File: src/rtl/sys_exec_if.sv
// Pipeline-facing handshake bundle for sys_exec: the instruction-in channel and the writeback/redirect-out channel.
// master = pipeline side, slave = sys_exec side.
interface sys_exec_if;
    logic        in_valid;
    logic        in_ready;
    logic [31:0] in_inst;
    logic [63:0] in_pc;
    logic [63:0] in_rs1;

    logic        out_valid;
    logic        out_ready;
    logic        out_rd_we;
    logic [4:0]  out_rd;
    logic [63:0] out_rd_data;
    logic        out_redirect;
    logic [63:0] out_redirect_pc;

    modport master (
        output in_valid, in_inst, in_pc, in_rs1, out_ready,
        input  in_ready, out_valid, out_rd_we, out_rd, out_rd_data,
               out_redirect, out_redirect_pc
    );

    modport slave (
        input  in_valid, in_inst, in_pc, in_rs1, out_ready,
        output in_ready, out_valid, out_rd_we, out_rd, out_rd_data,
               out_redirect, out_redirect_pc
    );
endinterface

File: src/rtl/sys_exec.sv
// Execute-stage sequencer for RISC-V SYSTEM instructions: issues one csr op, returns writeback + redirect.
// Latency: accept at edge N, csr_op during cycle N+1, out_valid from N+2; results held until out_ready. Optional WFI wait: SYS_WFI_EN.
`ifndef SYSOP_CSR_W
`define SYSOP_CSR_W 5'h01
`endif
`ifndef SYSOP_CSR_S
`define SYSOP_CSR_S 5'h02
`endif
`ifndef SYSOP_CSR_C
`define SYSOP_CSR_C 5'h03
`endif
`ifndef SYSOP_RET
`define SYSOP_RET   5'h04
`endif

module sys_exec #(
    parameter bit ILLEGAL_TVAL_INST = 1'b1
) (
    input  logic        clk,
    input  logic        rst,
    sys_exec_if.slave   bus,
    input  logic [1:0]  cur_priv,
    input  logic        irq_pending,
    output logic [4:0]  csr_op,
    output logic [63:0] csr_tval,
    output logic [63:0] csr_wdata,
    output logic [63:0] csr_pc,
    input  logic [63:0] csr_rdata,
    input  logic        csr_invalid,
    input  logic        csr_trap_en,
    input  logic [63:0] csr_trap_pc
);
    localparam logic [31:0] INST_ECALL  = 32'h0000_0073;
    localparam logic [31:0] INST_EBREAK = 32'h0010_0073;
    localparam logic [31:0] INST_MRET   = 32'h3020_0073;
    localparam logic [31:0] INST_SRET   = 32'h1020_0073;
    localparam logic [31:0] INST_WFI    = 32'h1050_0073;

    typedef enum logic [1:0] {
        S_IDLE  = 2'd0,
        S_ISSUE = 2'd1,
        S_DONE  = 2'd2,
        S_WAIT  = 2'd3
    } state_t;

    state_t      state_q, state_d;
    logic        in_ready_q, in_ready_d;
    logic [4:0]  csr_op_q, csr_op_d;
    logic [63:0] csr_tval_q, csr_tval_d;
    logic [63:0] csr_wdata_q, csr_wdata_d;
    logic [63:0] csr_pc_q, csr_pc_d;
    logic [4:0]  rd_q, rd_d;
    logic        is_csr_q, is_csr_d;
    logic        out_valid_q, out_valid_d;
    logic        out_rd_we_q, out_rd_we_d;
    logic [4:0]  out_rd_q, out_rd_d;
    logic [63:0] out_rd_data_q, out_rd_data_d;
    logic        out_redirect_q, out_redirect_d;
    logic [63:0] out_redirect_pc_q, out_redirect_pc_d;

    logic [4:0]  dec_op;
    logic [63:0] dec_tval;
    logic [63:0] dec_wdata;
    logic        dec_is_csr;
    logic        dec_wfi;
    logic [2:0]  f3;

    assign f3      = bus.in_inst[14:12];
    assign dec_wfi = (bus.in_inst == INST_WFI);

    // Decode from the live input word; the result is registered on accept, so it reflects the latched instruction.
    always_comb begin
        dec_op     = {1'b1, 4'd2};
        dec_tval   = ILLEGAL_TVAL_INST ? {32'b0, bus.in_inst} : 64'b0;
        dec_wdata  = 64'b0;
        dec_is_csr = 1'b0;
        if (bus.in_inst[6:0] == 7'b1110011) begin
            case (f3)
                3'd1, 3'd2, 3'd3, 3'd5, 3'd6, 3'd7: begin
                    case (f3[1:0])
                        2'd1:    dec_op = `SYSOP_CSR_W;
                        2'd2:    dec_op = `SYSOP_CSR_S;
                        default: dec_op = `SYSOP_CSR_C;
                    endcase
                    dec_tval   = {52'b0, bus.in_inst[31:20]};
                    dec_wdata  = f3[2] ? {59'b0, bus.in_inst[19:15]} : bus.in_rs1;
                    dec_is_csr = 1'b1;
                end
                3'd0: begin
                    if (bus.in_inst == INST_ECALL) begin
                        dec_op   = {1'b1, 4'd8 + {2'b0, cur_priv}};
                        dec_tval = 64'b0;
                    end else if (bus.in_inst == INST_EBREAK) begin
                        dec_op   = {1'b1, 4'd3};
                        dec_tval = bus.in_pc;
                    end else if (bus.in_inst == INST_MRET || bus.in_inst == INST_SRET) begin
                        dec_op   = `SYSOP_RET;
                        dec_tval = 64'b0;
                    end else if (dec_wfi) begin
                        dec_op   = 5'b0;
                        dec_tval = 64'b0;
                    end
                end
                default: ;
            endcase
        end
    end

    always_comb begin
        state_d           = state_q;
        in_ready_d        = in_ready_q;
        csr_op_d          = 5'b0;
        csr_tval_d        = 64'b0;
        csr_wdata_d       = 64'b0;
        csr_pc_d          = 64'b0;
        rd_d              = rd_q;
        is_csr_d          = is_csr_q;
        out_valid_d       = out_valid_q;
        out_rd_we_d       = out_rd_we_q;
        out_rd_d          = out_rd_q;
        out_rd_data_d     = out_rd_data_q;
        out_redirect_d    = out_redirect_q;
        out_redirect_pc_d = out_redirect_pc_q;
        case (state_q)
            S_IDLE: begin
                if (bus.in_valid) begin
                    in_ready_d = 1'b0;
                    rd_d       = bus.in_inst[11:7];
                    is_csr_d   = dec_is_csr;
`ifdef SYS_WFI_EN
                    if (dec_wfi) begin
                        state_d = S_WAIT;
                    end else
`endif
                    begin
                        state_d     = S_ISSUE;
                        csr_op_d    = dec_op;
                        csr_tval_d  = dec_tval;
                        csr_wdata_d = dec_wdata;
                        csr_pc_d    = bus.in_pc;
                    end
                end
            end
            S_ISSUE: begin
                state_d           = S_DONE;
                out_valid_d       = 1'b1;
                out_rd_we_d       = is_csr_q && (rd_q != 5'd0) && !csr_invalid;
                out_rd_d          = rd_q;
                out_rd_data_d     = csr_rdata;
                out_redirect_d    = csr_trap_en;
                out_redirect_pc_d = csr_trap_pc;
            end
            S_DONE: begin
                if (bus.out_ready) begin
                    state_d           = S_IDLE;
                    in_ready_d        = 1'b1;
                    out_valid_d       = 1'b0;
                    out_rd_we_d       = 1'b0;
                    out_rd_d          = 5'd0;
                    out_rd_data_d     = 64'b0;
                    out_redirect_d    = 1'b0;
                    out_redirect_pc_d = 64'b0;
                end
            end
            default: begin
`ifdef SYS_WFI_EN
                // Wake-up completes as a plain no-op: nothing written, fetch carries on.
                if (irq_pending) begin
                    state_d     = S_DONE;
                    out_valid_d = 1'b1;
                    out_rd_d    = rd_q;
                end
`else
                state_d    = S_IDLE;
                in_ready_d = 1'b1;
`endif
            end
        endcase
    end

`ifndef SYS_WFI_EN
    logic unused_irq;
    assign unused_irq = irq_pending;
`endif

    always_ff @(posedge clk) begin
        if (rst) begin
            state_q           <= S_IDLE;
            in_ready_q        <= 1'b1;
            csr_op_q          <= 5'b0;
            csr_tval_q        <= 64'b0;
            csr_wdata_q       <= 64'b0;
            csr_pc_q          <= 64'b0;
            rd_q              <= 5'd0;
            is_csr_q          <= 1'b0;
            out_valid_q       <= 1'b0;
            out_rd_we_q       <= 1'b0;
            out_rd_q          <= 5'd0;
            out_rd_data_q     <= 64'b0;
            out_redirect_q    <= 1'b0;
            out_redirect_pc_q <= 64'b0;
        end else begin
            state_q           <= state_d;
            in_ready_q        <= in_ready_d;
            csr_op_q          <= csr_op_d;
            csr_tval_q        <= csr_tval_d;
            csr_wdata_q       <= csr_wdata_d;
            csr_pc_q          <= csr_pc_d;
            rd_q              <= rd_d;
            is_csr_q          <= is_csr_d;
            out_valid_q       <= out_valid_d;
            out_rd_we_q       <= out_rd_we_d;
            out_rd_q          <= out_rd_d;
            out_rd_data_q     <= out_rd_data_d;
            out_redirect_q    <= out_redirect_d;
            out_redirect_pc_q <= out_redirect_pc_d;
        end
    end

    assign bus.in_ready        = in_ready_q;
    assign bus.out_valid       = out_valid_q;
    assign bus.out_rd_we       = out_rd_we_q;
    assign bus.out_rd          = out_rd_q;
    assign bus.out_rd_data     = out_rd_data_q;
    assign bus.out_redirect    = out_redirect_q;
    assign bus.out_redirect_pc = out_redirect_pc_q;
    assign csr_op              = csr_op_q;
    assign csr_tval            = csr_tval_q;
    assign csr_wdata           = csr_wdata_q;
    assign csr_pc              = csr_pc_q;
endmodule

File: src/flat_wrapper.sv
// flat-port wrapper written by rule: the top's interface ports become plain ports
module sys_exec_flat 
#(
    parameter bit ILLEGAL_TVAL_INST = 1'b1
)
  (clk, rst, cur_priv, irq_pending, csr_op, csr_tval, csr_wdata, csr_pc, csr_rdata, csr_invalid, csr_trap_en, csr_trap_pc, bus_in_valid, bus_in_inst, bus_in_pc, bus_in_rs1, bus_out_ready, bus_in_ready, bus_out_valid, bus_out_rd_we, bus_out_rd, bus_out_rd_data, bus_out_redirect, bus_out_redirect_pc);
  sys_exec_if bus_i ();
  input  logic clk;
  input  logic rst;
  input  logic [1:0] cur_priv;
  input  logic irq_pending;
  output logic [4:0] csr_op;
  output logic [63:0] csr_tval;
  output logic [63:0] csr_wdata;
  output logic [63:0] csr_pc;
  input  logic [63:0] csr_rdata;
  input  logic csr_invalid;
  input  logic csr_trap_en;
  input  logic [63:0] csr_trap_pc;
  input wire logic [$bits(bus_i.in_valid)-1:0] bus_in_valid;
  input wire logic [$bits(bus_i.in_inst)-1:0] bus_in_inst;
  input wire logic [$bits(bus_i.in_pc)-1:0] bus_in_pc;
  input wire logic [$bits(bus_i.in_rs1)-1:0] bus_in_rs1;
  input wire logic [$bits(bus_i.out_ready)-1:0] bus_out_ready;
  output wire logic [$bits(bus_i.in_ready)-1:0] bus_in_ready;
  output wire logic [$bits(bus_i.out_valid)-1:0] bus_out_valid;
  output wire logic [$bits(bus_i.out_rd_we)-1:0] bus_out_rd_we;
  output wire logic [$bits(bus_i.out_rd)-1:0] bus_out_rd;
  output wire logic [$bits(bus_i.out_rd_data)-1:0] bus_out_rd_data;
  output wire logic [$bits(bus_i.out_redirect)-1:0] bus_out_redirect;
  output wire logic [$bits(bus_i.out_redirect_pc)-1:0] bus_out_redirect_pc;
  assign bus_i.in_valid = bus_in_valid;
  assign bus_i.in_inst = bus_in_inst;
  assign bus_i.in_pc = bus_in_pc;
  assign bus_i.in_rs1 = bus_in_rs1;
  assign bus_i.out_ready = bus_out_ready;
  assign bus_in_ready = bus_i.in_ready;
  assign bus_out_valid = bus_i.out_valid;
  assign bus_out_rd_we = bus_i.out_rd_we;
  assign bus_out_rd = bus_i.out_rd;
  assign bus_out_rd_data = bus_i.out_rd_data;
  assign bus_out_redirect = bus_i.out_redirect;
  assign bus_out_redirect_pc = bus_i.out_redirect_pc;
  sys_exec #(.ILLEGAL_TVAL_INST(ILLEGAL_TVAL_INST)) u_core (.clk(clk), .rst(rst), .bus(bus_i), .cur_priv(cur_priv), .irq_pending(irq_pending), .csr_op(csr_op), .csr_tval(csr_tval), .csr_wdata(csr_wdata), .csr_pc(csr_pc), .csr_rdata(csr_rdata), .csr_invalid(csr_invalid), .csr_trap_en(csr_trap_en), .csr_trap_pc(csr_trap_pc));
endmodule
File: config.mk
export PLATFORM = sky130hd
export DESIGN_NAME = sys_exec_flat
export DESIGN_NICKNAME = d
export VERILOG_FILES = /design/src/rtl/sys_exec_if.sv /design/src/rtl/sys_exec.sv /design/src/flat_wrapper.sv
export SDC_FILE = /design/constraint.sdc
export NUM_CORES = 1
export LEC_CHECK = 0
export ABC_AREA = 1
export BUFFER_PORTS_ARGS = -buffer_cell sky130_fd_sc_hd__buf_2
export CAP_MARGIN = 20
export CORE_AREA = 8 8 237 239
export DETAILED_ROUTE_END_ITERATION = 10
export DIE_AREA = 0 0 245 247
export PLACE_DENSITY_LB_ADDON = 0.2
export SLEW_MARGIN = 20
export SYNTH_ARGS = -nofsm -noshare
export SYNTH_HDL_FRONTEND = slang
export SYNTH_SLANG_ARGS = --single-unit
File: constraint.sdc
create_clock -name clk -period 1.7 [get_ports clk]
set_clock_uncertainty 0.2 [all_clocks]
set_input_delay 0 -clock clk [delete_from_list [all_inputs] [get_ports clk]]
set_output_delay 0 -clock clk [all_outputs]
set_load 0.02 [all_outputs]
==> out/metrics.yaml, run 1 <==
worst_setup_path:
  worst_r2r_path_depth: 10
  worst_ep_arrival_time_ns: 2.08
  timing.rr.start: "u_core.state_q[1]"
  timing_worst_setup_path_type: "in -> reg"
  crit_fanout: 4
  ff2ff_setup_slack_ns: -0.08
  worstPathRequired_ns: 1.98
  critPathLaunchType: "input port"
  critical_path.reg2reg.endpoint: "u_core.csr_wdata[55]"
  worst_setup_end_kind: "flop"
run:
  maxCapViolations: 0
global_routing:
  number_of_global_route_vias_before_repair: 14140
  overflow_left_after_global_routing: 0
  wire_length_of_the_first_global_routing_pass_um: 82620
  grt_start_max_net_pins: 128
  grt_usage_pct: 17.57
  antenna_found_initial: 4
finish:
  final_net_count: 2837
  fill_cell_instance_count_of_the_final_layout: 5226
  post-route-cell-area_um2: 21760
  fraction_of_layout_cells_with_a_size_suffix_above_1_pct: 34.61
  area.growth.synth_to_final_pct: 90.56
synthesis:
  async_flop_share_pct: 0
  synth_top_cell_by_area: "sky130_fd_sc_hd__dfxtp_1"
  postSynthRegisterBits: 342
  yosysWarningCount: 0
  synth_top_area_share_pct: 59.95
  synth_fp_nets: 1729
  synth-seq-area-share_pct: 59.95
  yosysUniqueCellTypes: 24
  main_area_contributors_after_synthesis: "sky130_fd_sc_hd__dfxtp_1, sky130_fd_sc_hd__nand2_1, sky130_fd_sc_hd__a21oi_1"
  avgSynthCellArea_um2: 7.976
  post_synth_instance_area_um2: 11420
  synthesis.instances: 1432
  post-synth-top-count-cell: "sky130_fd_sc_hd__nand2_1"
  synth_ff_type: "sky130_fd_sc_hd__dfxtp_1"
  synth_common_cells: "sky130_fd_sc_hd__nand2_1, sky130_fd_sc_hd__dfxtp_1, sky130_fd_sc_hd__nor2_1, sky130_fd_sc_hd__a21oi_1, sky130_fd_sc_hd__inv_1"
  synth-edff-count: 0
drt:
  avgRoutedWirePerCell_um: 17.57
  post_route_wl_um: 57180
  detail_route.drc_violations: 0
  drt.antenna.violating_nets: 0
  firstDrtPassIters: 4
  dr_total_vias: 13400
  violation_count_after_the_first_detailed_route_iteration: 447
  post_drt_via_cell_ratio: 4.116
hold_path:
  worst_min_path_start: "bus_in_inst[23]"
  worstHoldPathType: "in -> reg"
  hold_depth: 7
  hold_end: "u_core.csr_op[2]"
power_and_ir_drop:
  report.power.total_mw: 19.82
  ir_worst_vdd_v: 0.0007185
  leakage_power_nw: 10.78
  powerDensity_nw_per_um2: 910.6
clock_network:
  clk_root_buffer_cell: "sky130_fd_sc_hd__clkbuf_16"
  cts_inserted_buffers: 40
  cts-htree-levels: 2
  clk_path_buf_depth: 3
  cts.sinks: 342
  tritoncts: "built"
  clk_pin_slew_worst_paths_ns: 0.06
  clkLatencyLatePin_ns: 0.55
sta:
  timing_hold_violations_final: 7
  fin_hold_ws_ns: -0.1130
  setup_tns_ns: -3.850
  finalMaxSlewViolations: 0
  rsz0062_at_grt: "true"
  timing.final.crit_share_pct: 106.1
  post-route-worst-setup-slack_ns: -0.1038
  clock.fmax_mhz: 554.4
  timing.final.crit_period_ns: 1.804
  finalSetupViolations: 67
  relSlewSlack_pct: 54.81
  worst_slew_pin_slew_ns: 0.6779
floorplan:
  num_rows: 84
  placeableCoreArea_um2: 52240
  io_pins: 631
  fp.dieW_um: 245
  floorplan.die.height_um: 247
  floorplan.initialDensity_pct: 21.86
  fp.dieArea_um2: 60520
place:
  pre_cts_slack_ns: -0.3205
  gpl.final_weighted_congestion: 0.7900
  post_dp_cell_area_um2: 16120
  io_buffers: 629
  hpwl_dp_um: 41690
run_status:
  run_status: "finished with violations"
  violations: "hold timing, setup timing"
-- routing by layer --
| layer | up-vias | track usage [%] | share of wire [%] |
|---|---|---|---|
| li1 | 6628 | - | - |
| met1 | 6103 | 17.85 | 36 |
| met2 | 533 | 31.48 | 50 |
| met3 | 130 | 7.305 | 9.9 |
| met4 | 4 | 7.518 | 4.0 |
| met5 | - | 0 | 0.038 |
-- what timing repair did --
| item | CTS | global route |
|---|---|---|
| hold buffers | 384 | 7 |
| endpoints found under the hold margin | 342 | 21 |
| gates cloned | 2 | 2 |
| endpoints found under the setup margin | 202 | 261 |
| pin swaps | 0 | 15 |
| resized for setup | 15 | 74 |
| buffers inserted | 2 | 4 |
-- stage by stage --
stage	util (%)	std cells
3_5_place_dp	30.86	2789
5_1_grt	41.66	3255
2_1_floorplan	-	1432
6_report	41.66	3255
4_1_cts	40.96	3245
3_3_place_gp	30.86	2789
-- final cells by class --
class,instances,area (um2),share of cell area [%]
tap,688,860.8,3.955
antenna,1,2.502,0.01150
clock inverter,13,155.1,0.7129
sequential,342,6849,31.47
timing repair buffer,1138,8228,37.81
inverter,168,633.1,2.909
clock buffer,55,1129,5.186
multi-input combinational,850,3906,17.95
-- how the worst max path moves through the flow --
stage | from | slack (ns) | to
after global routing | u_core.state_q[1] | -0.21 | u_core.csr_wdata[63]
final | bus_in_inst[14] | -0.10 | u_core.csr_op[4]
after global placement | bus_in_inst[15] | -0.35 | u_core.csr_tval[1]
after floorplan | u_core.state_q[0] | -0.004 | u_core.bus.out_rd_data[39]
after CTS | u_core.state_q[1] | -0.07 | u_core.csr_wdata[32]
after detailed placement | bus_in_inst[15] | -0.32 | u_core.csr_tval[5]
-- cells in the final DEF (no fill, tap or decap), types with 2 or more instances in the layout --
master and instances:
sky130_fd_sc_hd__a21oi_1 179, sky130_fd_sc_hd__a21oi_2 2, sky130_fd_sc_hd__buf_12 11, sky130_fd_sc_hd__buf_16 3, sky130_fd_sc_hd__buf_2 626, sky130_fd_sc_hd__buf_4 95
sky130_fd_sc_hd__buf_6 10, sky130_fd_sc_hd__buf_8 3, sky130_fd_sc_hd__bufinv_16 3, sky130_fd_sc_hd__clkbuf_1 9, sky130_fd_sc_hd__clkbuf_16 42, sky130_fd_sc_hd__clkbuf_8 5
sky130_fd_sc_hd__clkinv_2 5, sky130_fd_sc_hd__clkinvlp_4 3, sky130_fd_sc_hd__dfxtp_1 340, sky130_fd_sc_hd__dfxtp_2 2, sky130_fd_sc_hd__dlygate4sd3_1 388, sky130_fd_sc_hd__inv_1 164
sky130_fd_sc_hd__inv_2 3, sky130_fd_sc_hd__inv_6 2, sky130_fd_sc_hd__nand2_1 368, sky130_fd_sc_hd__nand2_2 6, sky130_fd_sc_hd__nand3_1 10, sky130_fd_sc_hd__nand3_2 4
sky130_fd_sc_hd__nand4_1 2, sky130_fd_sc_hd__nor2_1 159, sky130_fd_sc_hd__nor2_2 28, sky130_fd_sc_hd__nor2_4 12, sky130_fd_sc_hd__nor3_1 23, sky130_fd_sc_hd__nor3_2 14
sky130_fd_sc_hd__nor3_4 2, sky130_fd_sc_hd__o21ai_0 31, sky130_fd_sc_hd__o21ai_4 3
-- report_power, final --
part           switching, mW  internal (mW)
Clock                   3.44           5.09
Combinational           1.48           1.42
Sequential             0.113           8.28
-- logic make-up after synthesis --
kind of cell           after synthesis  share of synthesized area, %
AOI/OAI and AO/OA                  219                         9.761
buffers and inverters              241                         8.282
DFF                                342                         59.95
and+or+nand+nor                    630                         22.01
-- sequential cells by signal, summed over array words and instances (netlist names) --
register and count:
u_core.bus.in_ready 1, u_core.bus.out_rd 5, u_core.bus.out_rd_data 64, u_core.bus.out_rd_we 1, u_core.bus.out_redirect 1, u_core.bus.out_redirect_pc 64, u_core.bus.out_valid 1, u_core.csr_op 5
u_core.csr_pc 64, u_core.csr_tval 64, u_core.csr_wdata 64, u_core.is_csr_q 1, u_core.rd_q 5, u_core.state_q 2
-- worst max-delay path, stage by stage --
cell	delay [ns]
sky130_fd_sc_hd__buf_2	0.11
sky130_fd_sc_hd__buf_4	0.12
sky130_fd_sc_hd__dlygate4sd3_1	0.65
sky130_fd_sc_hd__nor2_4	0.17
sky130_fd_sc_hd__buf_4	0.17
sky130_fd_sc_hd__dlygate4sd3_1	0.66
sky130_fd_sc_hd__nand2_1	0.08
sky130_fd_sc_hd__a21oi_1	0.12
No activity file was read; power rests on OpenSTA's default activity.
==> inputs of run 2 (changes only) <==
--- a/config.mk
+++ b/config.mk
@@ -8,9 +8,11 @@
 export ABC_AREA = 1
 export BUFFER_PORTS_ARGS = -buffer_cell sky130_fd_sc_hd__buf_2
 export CAP_MARGIN = 20
-export CORE_AREA = 8 8 237 239
+export CELL_PAD_IN_SITES_DETAIL_PLACEMENT = 0
+export CELL_PAD_IN_SITES_GLOBAL_PLACEMENT = 1
+export CORE_AREA = 8 8 241 243
 export DETAILED_ROUTE_END_ITERATION = 10
-export DIE_AREA = 0 0 245 247
+export DIE_AREA = 0 0 249 251
 export PLACE_DENSITY_LB_ADDON = 0.2
 export SLEW_MARGIN = 20
 export SYNTH_ARGS = -nofsm -noshare
==> run 2 against run 1 <==
  * The run still ends with hold timing, setup timing left
  * Setup slack improved by 0.041 ns
  * Combinational power increased by 3%
  * Sequential share of layout area shrank 0.79 points
  * Final cell count rose by 2.1%
  * Utilization down 0.58 points
==> out/metrics.yaml, run 2 (synthesis gave the netlist of run 1 again) <==
run_status:
  violations: "hold timing, setup timing"
  run_status: "finished with violations"
power_and_ir_drop:
  ir_worst_vdd_v: 0.0006698
  powerDensity_nw_per_um2: 914.3
  leakage_power_nw: 11.02
finish:
  finish.cell_count_without_fillers: 3324
  final-seq-area_um2: 6849
  fraction_of_layout_cells_with_a_size_suffix_above_1_pct: 33.49
  layout.cells.most_common: "sky130_fd_sc_hd__buf_2"
  footprint_of_the_multi_input_gates_um2: 3847
  final_cell_mix: "sky130_fd_sc_hd__buf_2, sky130_fd_sc_hd__dlygate4sd3_1, sky130_fd_sc_hd__nand2_1"
  area.growth.synth_to_final_pct: 95.45
  post-route-cell-area_um2: 22320
  fill_cell_instance_count_of_the_final_layout: 5518
  final_net_count: 2877
floorplan:
  num_rows: 86
  fp.dieW_um: 249
  floorplan.initialDensity_pct: 21.02
  placeableCoreArea_um2: 54340
  io_pins: 631
  floorplan.die.height_um: 251
  fp.dieArea_um2: 62500
drt:
  firstDrtPassIters: 5
  dr_total_vias: 13520
  violation_count_after_the_first_detailed_route_iteration: 530
  post_drt_via_cell_ratio: 4.067
  post_route_wl_um: 59860
  avgRoutedWirePerCell_um: 18.01
  detail_route.drc_violations: 0
  drt.antenna.violating_nets: 0
clock_network:
  clk_root_buffer_cell: "sky130_fd_sc_hd__clkbuf_16"
  clkLatencyLatePin_ns: 0.56
  cts-htree-levels: 2
  cts.sinks: 342
  tritoncts: "built"
  cts_inserted_buffers: 43
  clk_pin_slew_worst_paths_ns: 0.06
  clk_path_buf_depth: 3
sta:
  finalSetupViolations: 58
  fin_hold_ws_ns: -0.5214
  worst_slew_pin_slew_ns: 0.7747
  timing.final.crit_period_ns: 1.762
  setup_tns_ns: -1.251
  clock.fmax_mhz: 567.4
  finalMaxSlewViolations: 0
  rsz0062_at_grt: "true"
  timing.final.crit_share_pct: 103.7
  timing_hold_violations_final: 6
  post-route-worst-setup-slack_ns: -0.06230
  relSlewSlack_pct: 48.35
worst_setup_path:
  critical_path.slowest_cell: "sky130_fd_sc_hd__dfxtp_2"
  worst_setup_end_kind: "flop"
  ff2ff_setup_slack_ns: -0.06
  critPathBufInv: 3
  critical_path.top_delay_family: "simple AND/OR/NAND/NOR gates"
  crit_fanout: 59
  crit_path_cell_trace: "nor2_2 > nand2_2 > nor2_4 > inv_4 > nor2_4 > inv_2 > nor2_4 > nand2_2 > buf_12 > nor2_1"
  worstPathRequired_ns: 1.99
  worst_ep_arrival_time_ns: 2.05
  timing_worst_setup_path_type: "reg -> reg"
  cpMostUsedCell: "sky130_fd_sc_hd__nor2_4"
  critical-path-max-stage-delay_ns: 0.33
  critPathLaunchType: "flop"
global_routing:
  grt_start_max_net_pins: 70
  wire_length_of_the_first_global_routing_pass_um: 87310
  grt_usage_pct: 17.82
  antenna_found_initial: 11
  number_of_global_route_vias_before_repair: 14100
  overflow_left_after_global_routing: 0
place:
  pre_cts_slack_ns: -0.4158
  dpl.cell_count: 2790
  post_dp_cell_area_um2: 16080
  gpl.final_weighted_congestion: 0.7783
  hpwl_dp_um: 43060
  io_buffers: 629
run:
  maxCapViolations: 0
hold_path:
  worstHoldPathType: "in -> reg"
[run 2: cell types whose count changed in the layout (fill, tap and decap cells not counted), sizes merged, moves of 3 or more]
cell	change
clkbuf	+15
clkinv	+3
inv	-3
buf	-13
dlygate4sd3	+44
diode	+6
[run 2: stage by stage]
stage	utilization (%)	power (mW)
after global routing	41.07	21.33
after CTS	40.13	20.66
final	41.08	20.41
after global placement	29.59	10.63
after detailed placement	29.59	10.64
after floorplan	-	9.506
[run 2: repair_timing]
item,CTS,global route
buffers inserted,0,8
hold buffers,433,4
gates cloned,0,9
gates resized for setup,2,56
hold endpoints to repair,342,12
pin swaps,0,15
endpoints found under the setup margin,85,265
[run 2: worst min-delay path: stages]
cell and delay (ns):
sky130_fd_sc_hd__buf_2 0.09, sky130_fd_sc_hd__a21oi_1 0.03, sky130_fd_sc_hd__nor2_1 0.07
[run 2: routing by layer]
layer	GRT usage [%]	vias up	part of all wire, %
met5	0	-	0.068
met4	5.720	6	2.9
met2	31.06	455	49
met3	6.444	95	8.0
met1	20.16	6242	40
li1	-	6721	-
[run 2: path summary, 6_finish.rpt]
kind / start / endpoint / cells past startpoint
setup / recovery: u_core.state_q[1] / u_core.csr_wdata[45] / 10
hold reg to reg: u_core.bus.out_rd_data[55] / u_core.bus.out_rd_data[55] / 2
setup reg to reg: u_core.state_q[1] / u_core.csr_wdata[45] / 10
hold / removal: bus_in_inst[2] / u_core.csr_tval[2] / 3
[run 2: area by class of cell]
class	instances	area share [%]
antenna	7	0.07847
clock buffer	64	5.538
clock inverter	14	0.6726
inverter	168	2.870
multi-input combinational	850	17.24
sequential	342	30.68
tap	704	3.946
timing repair buffer	1175	38.98
[run 2: where the power goes]
group | leakage (nW) | total, mW | switching, mW | internal, mW
logic | 7.57 | 3.00 | 1.51 | 1.48
registers | 2.78 | 8.39 | 0.110 | 8.28
clock network | 0.670 | 9.02 | 3.67 | 5.35
total | 11.0 | 20.4 | 5.29 | 15.1
==> inputs of run 3 (changes only) <==
--- a/config.mk
+++ b/config.mk
@@ -5,14 +5,13 @@
 export SDC_FILE = /design/constraint.sdc
 export NUM_CORES = 1
 export LEC_CHECK = 0
-export ABC_AREA = 1
 export BUFFER_PORTS_ARGS = -buffer_cell sky130_fd_sc_hd__buf_2
 export CAP_MARGIN = 20
 export CELL_PAD_IN_SITES_DETAIL_PLACEMENT = 0
 export CELL_PAD_IN_SITES_GLOBAL_PLACEMENT = 1
-export CORE_AREA = 8 8 241 243
+export CORE_AREA = 8 8 238 240
 export DETAILED_ROUTE_END_ITERATION = 10
-export DIE_AREA = 0 0 249 251
+export DIE_AREA = 0 0 246 248
 export PLACE_DENSITY_LB_ADDON = 0.2
 export SLEW_MARGIN = 20
 export SYNTH_ARGS = -nofsm -noshare
==> run 3 against run 2 <==
  * The flow still finishes with violations (hold timing, setup timing)
  * Synthesized cell count fell by 27%
  * First-iteration DRC count shrank 12%
  * Fmax down 2.3%
  * Critical path depth shrank 3
  * Clock power down 1%
  * Largest power group unchanged
  * Highest routed layer is now met4
==> out/metrics.yaml, run 3 <==
run_status:
  run_status: "finished with violations"
  violations: "hold timing, setup timing"
hold_path:
  worstHoldPathType: "in -> reg"
  worst_min_path_start: "bus_in_inst[6]"
  hold_end: "u_core.csr_tval[6]"
  hold_depth: 2
finish:
  layout.cells.most_common: "sky130_fd_sc_hd__buf_2"
  final_net_count: 2428
  fill_cell_instance_count_of_the_final_layout: 5256
  finish.cell_count_without_fillers: 2859
  footprint_of_the_multi_input_gates_um2: 4154
  final-seq-area_um2: 6848
  area.growth.synth_to_final_pct: 97.11
  fraction_of_layout_cells_with_a_size_suffix_above_1_pct: 41.55
  final_cell_mix: "sky130_fd_sc_hd__buf_2, sky130_fd_sc_hd__dlygate4sd3_1, sky130_fd_sc_hd__dfxtp_1"
synthesis:
  avgSynthCellArea_um2: 10.46
  async_flop_share_pct: 0
  synth_top_area_share_pct: 62.90
  post-synth-top-count-cell: "sky130_fd_sc_hd__dfxtp_1"
  yosysUniqueCellTypes: 50
  synth-edff-count: 0
  synthesis.instances: 1041
  synth-seq-area-share_pct: 62.90
  postSynthRegisterBits: 342
  main_area_contributors_after_synthesis: "sky130_fd_sc_hd__dfxtp_1, sky130_fd_sc_hd__a22oi_1, sky130_fd_sc_hd__and2_1"
  synth_ff_type: "sky130_fd_sc_hd__dfxtp_1"
  synth_fp_nets: 1338
  yosysWarningCount: 0
  synth_common_cells: "sky130_fd_sc_hd__dfxtp_1, sky130_fd_sc_hd__nor2_1, sky130_fd_sc_hd__and2_1, sky130_fd_sc_hd__a22oi_1, sky130_fd_sc_hd__clkbuf_1"
  synth_top_cell_by_area: "sky130_fd_sc_hd__dfxtp_1"
  post_synth_instance_area_um2: 10890
drt:
  avgRoutedWirePerCell_um: 18.61
  dr_total_vias: 11990
  violation_count_after_the_first_detailed_route_iteration: 465
  detail_route.drc_violations: 0
  post_drt_via_cell_ratio: 4.192
  drt.antenna.violating_nets: 0
  firstDrtPassIters: 4
  post_route_wl_um: 53210
power_and_ir_drop:
  powerDensity_nw_per_um2: 942.8
  power.share.combinational_pct: 14.3
  ir_worst_vdd_v: 0.0006099
  leakage_power_nw: 10.07
  p_clk_share_pct: 44.1
  netSwitchingPower_mw: 4.996
  power_switching_share_pct: 24.69
  share_seq_of_total_power_pct: 41.5
  internal_power_mw: 15.23
clock_network:
  tritoncts: "built"
  clk_pin_slew_worst_paths_ns: 0.06
  cts_inserted_buffers: 40
  clk_root_buffer_cell: "sky130_fd_sc_hd__clkbuf_16"
  cts-htree-levels: 2
  clkLatencyLatePin_ns: 0.55
  cts.sinks: 342
  clk_path_buf_depth: 3
worst_setup_path:
  critPathLaunchType: "flop"
  crit_path_cell_trace: "nand2b_4 > or3_4 > clkinv_8 > nand3_4 > nor2_4 > buf_12 > and2_1"
  crit_fanout: 40
  worst_ep_arrival_time_ns: 2.08
  critical_path.slowest_cell: "sky130_fd_sc_hd__or3_4"
  critPathBufInv: 2
  worstPathRequired_ns: 1.97
  worst_r2r_path_depth: 7
  timing.rr.start: "u_core.state_q[0]"
  timing_worst_setup_path_type: "reg -> reg"
  critical-path-max-stage-delay_ns: 0.37
  critical_path.reg2reg.endpoint: "u_core.csr_wdata[22]"
  critical_path.top_delay_family: "simple AND/OR/NAND/NOR gates"
  ff2ff_setup_slack_ns: -0.10
  worst_setup_end_kind: "flop"
sta:
  post-route-worst-setup-slack_ns: -0.1038
  clock.fmax_mhz: 554.4
  relSlewSlack_pct: 51.83
  timing.final.crit_share_pct: 106.1
  worst_slew_pin_slew_ns: 0.7226
  rsz0062_at_grt: "true"
  timing_hold_violations_final: 20
  fin_hold_ws_ns: -0.4650
  timing.final.crit_period_ns: 1.804
  finalMaxSlewViolations: 0
  finalSetupViolations: 82
  setup_tns_ns: -3.809
floorplan:
  fp.dieArea_um2: 61010
  io_pins: 631
  num_rows: 85
  floorplan.initialDensity_pct: 20.51
  placeableCoreArea_um2: 53070
  fp.dieW_um: 246
  floorplan.die.height_um: 248
global_routing:
  grt_usage_pct: 15.95
  overflow_left_after_global_routing: 0
  wire_length_of_the_first_global_routing_pass_um: 75910
  number_of_global_route_vias_before_repair: 12690
  antenna_found_initial: 1
  grt_start_max_net_pins: 145
place:
  hpwl_dp_um: 37920
  io_buffers: 629
  gpl.final_weighted_congestion: 0.8090
  dpl.cell_count: 2375
run:
  maxCapViolations: 0
## run 3: per-stage QoR
step	power [mW]	setup WS (ns)	utilization (%)	area [um2]
global route	21.08	-0.1753	40.43	21450
finish	20.23	-0.1038	40.43	21460
CTS	20.35	-0.1077	39.26	20840
global placement	10.56	-0.3308	29.16	15480
floorplan	9.484	-0.03578	-	10950
detailed placement	10.56	-0.3352	29.16	15480
## run 3: final cells by class
cell class                 instances  share of cell area [%]
multi-input combinational        619                   19.36
clock inverter                    14                  0.8572
timing repair buffer            1126                   38.19
antenna                            2                 0.02333
inverter                           2                 0.09330
clock buffer                      58                   5.499
sequential                       342                   31.91
tap                              696                   4.059
## run 3: how the worst max path moves through the flow
stage,endpoint,slack [ns],startpoint,depth (start not counted)
after detailed placement,u_core.csr_tval[60],-0.34,bus_in_inst[8],8
after floorplan,u_core.csr_wdata[53],-0.04,u_core.state_q[0],8
after global routing,u_core.csr_wdata[22],-0.18,u_core.state_q[0],7
after CTS,u_core.csr_wdata[28],-0.11,u_core.state_q[0],7
final,u_core.csr_wdata[22],-0.10,u_core.state_q[0],7
after global placement,u_core.csr_tval[48],-0.33,bus_in_inst[8],8
## run 3: kinds of logic (layout without fill, tap and decap cells)
family	Yosys count	after routing	synth area share (%)
flip-flops	342	342	62.90
AO/OA/AOI/OAI	207	207	14.08
AND/OR/NAND/NOR	401	401	19.05
other	0	2	0
buffers and inverters	80	1200	2.954
multiplexers	11	11	1.023
## run 3: metal layers
| layer | up-vias | wire length, um | share of wire [%] | track usage [%] |
|---|---|---|---|---|
| met5 | - | 0 | 0 | 0 |
| met4 | 0 | 1975 | 3.7 | 6.794 |
| met3 | 110 | 3959 | 7.4 | 5.175 |
| met2 | 443 | 26870 | 51 | 27.90 |
| met1 | 5684 | 20400 | 38 | 17.60 |
| li1 | 5748 | - | - | - |
## run 3: timing repair
| item | 4_1_cts | 5_1_grt |
|---|---|---|
| endpoints found under the setup margin | 84 | 169 |
| cloned | 0 | 5 |
| hold endpoints to repair | 342 | 29 |
| gates resized for setup | 6 | 98 |
| hold buffers | 396 | 11 |
| setup buffers | 0 | 9 |
| pin swaps | 0 | 9 |
## run 3: power by group through the flow
stage / Sequential (mW) / Combinational [mW] / Clock [mW]
finish: 8.40 / 2.90 / 8.92
global route: 8.43 / 3.11 / 9.54
CTS: 8.39 / 2.75 / 9.21
detailed placement: 8.56 / 2.00 / 0
global placement: 8.56 / 1.99 / 0
floorplan: 8.87 / 0.613 / 0
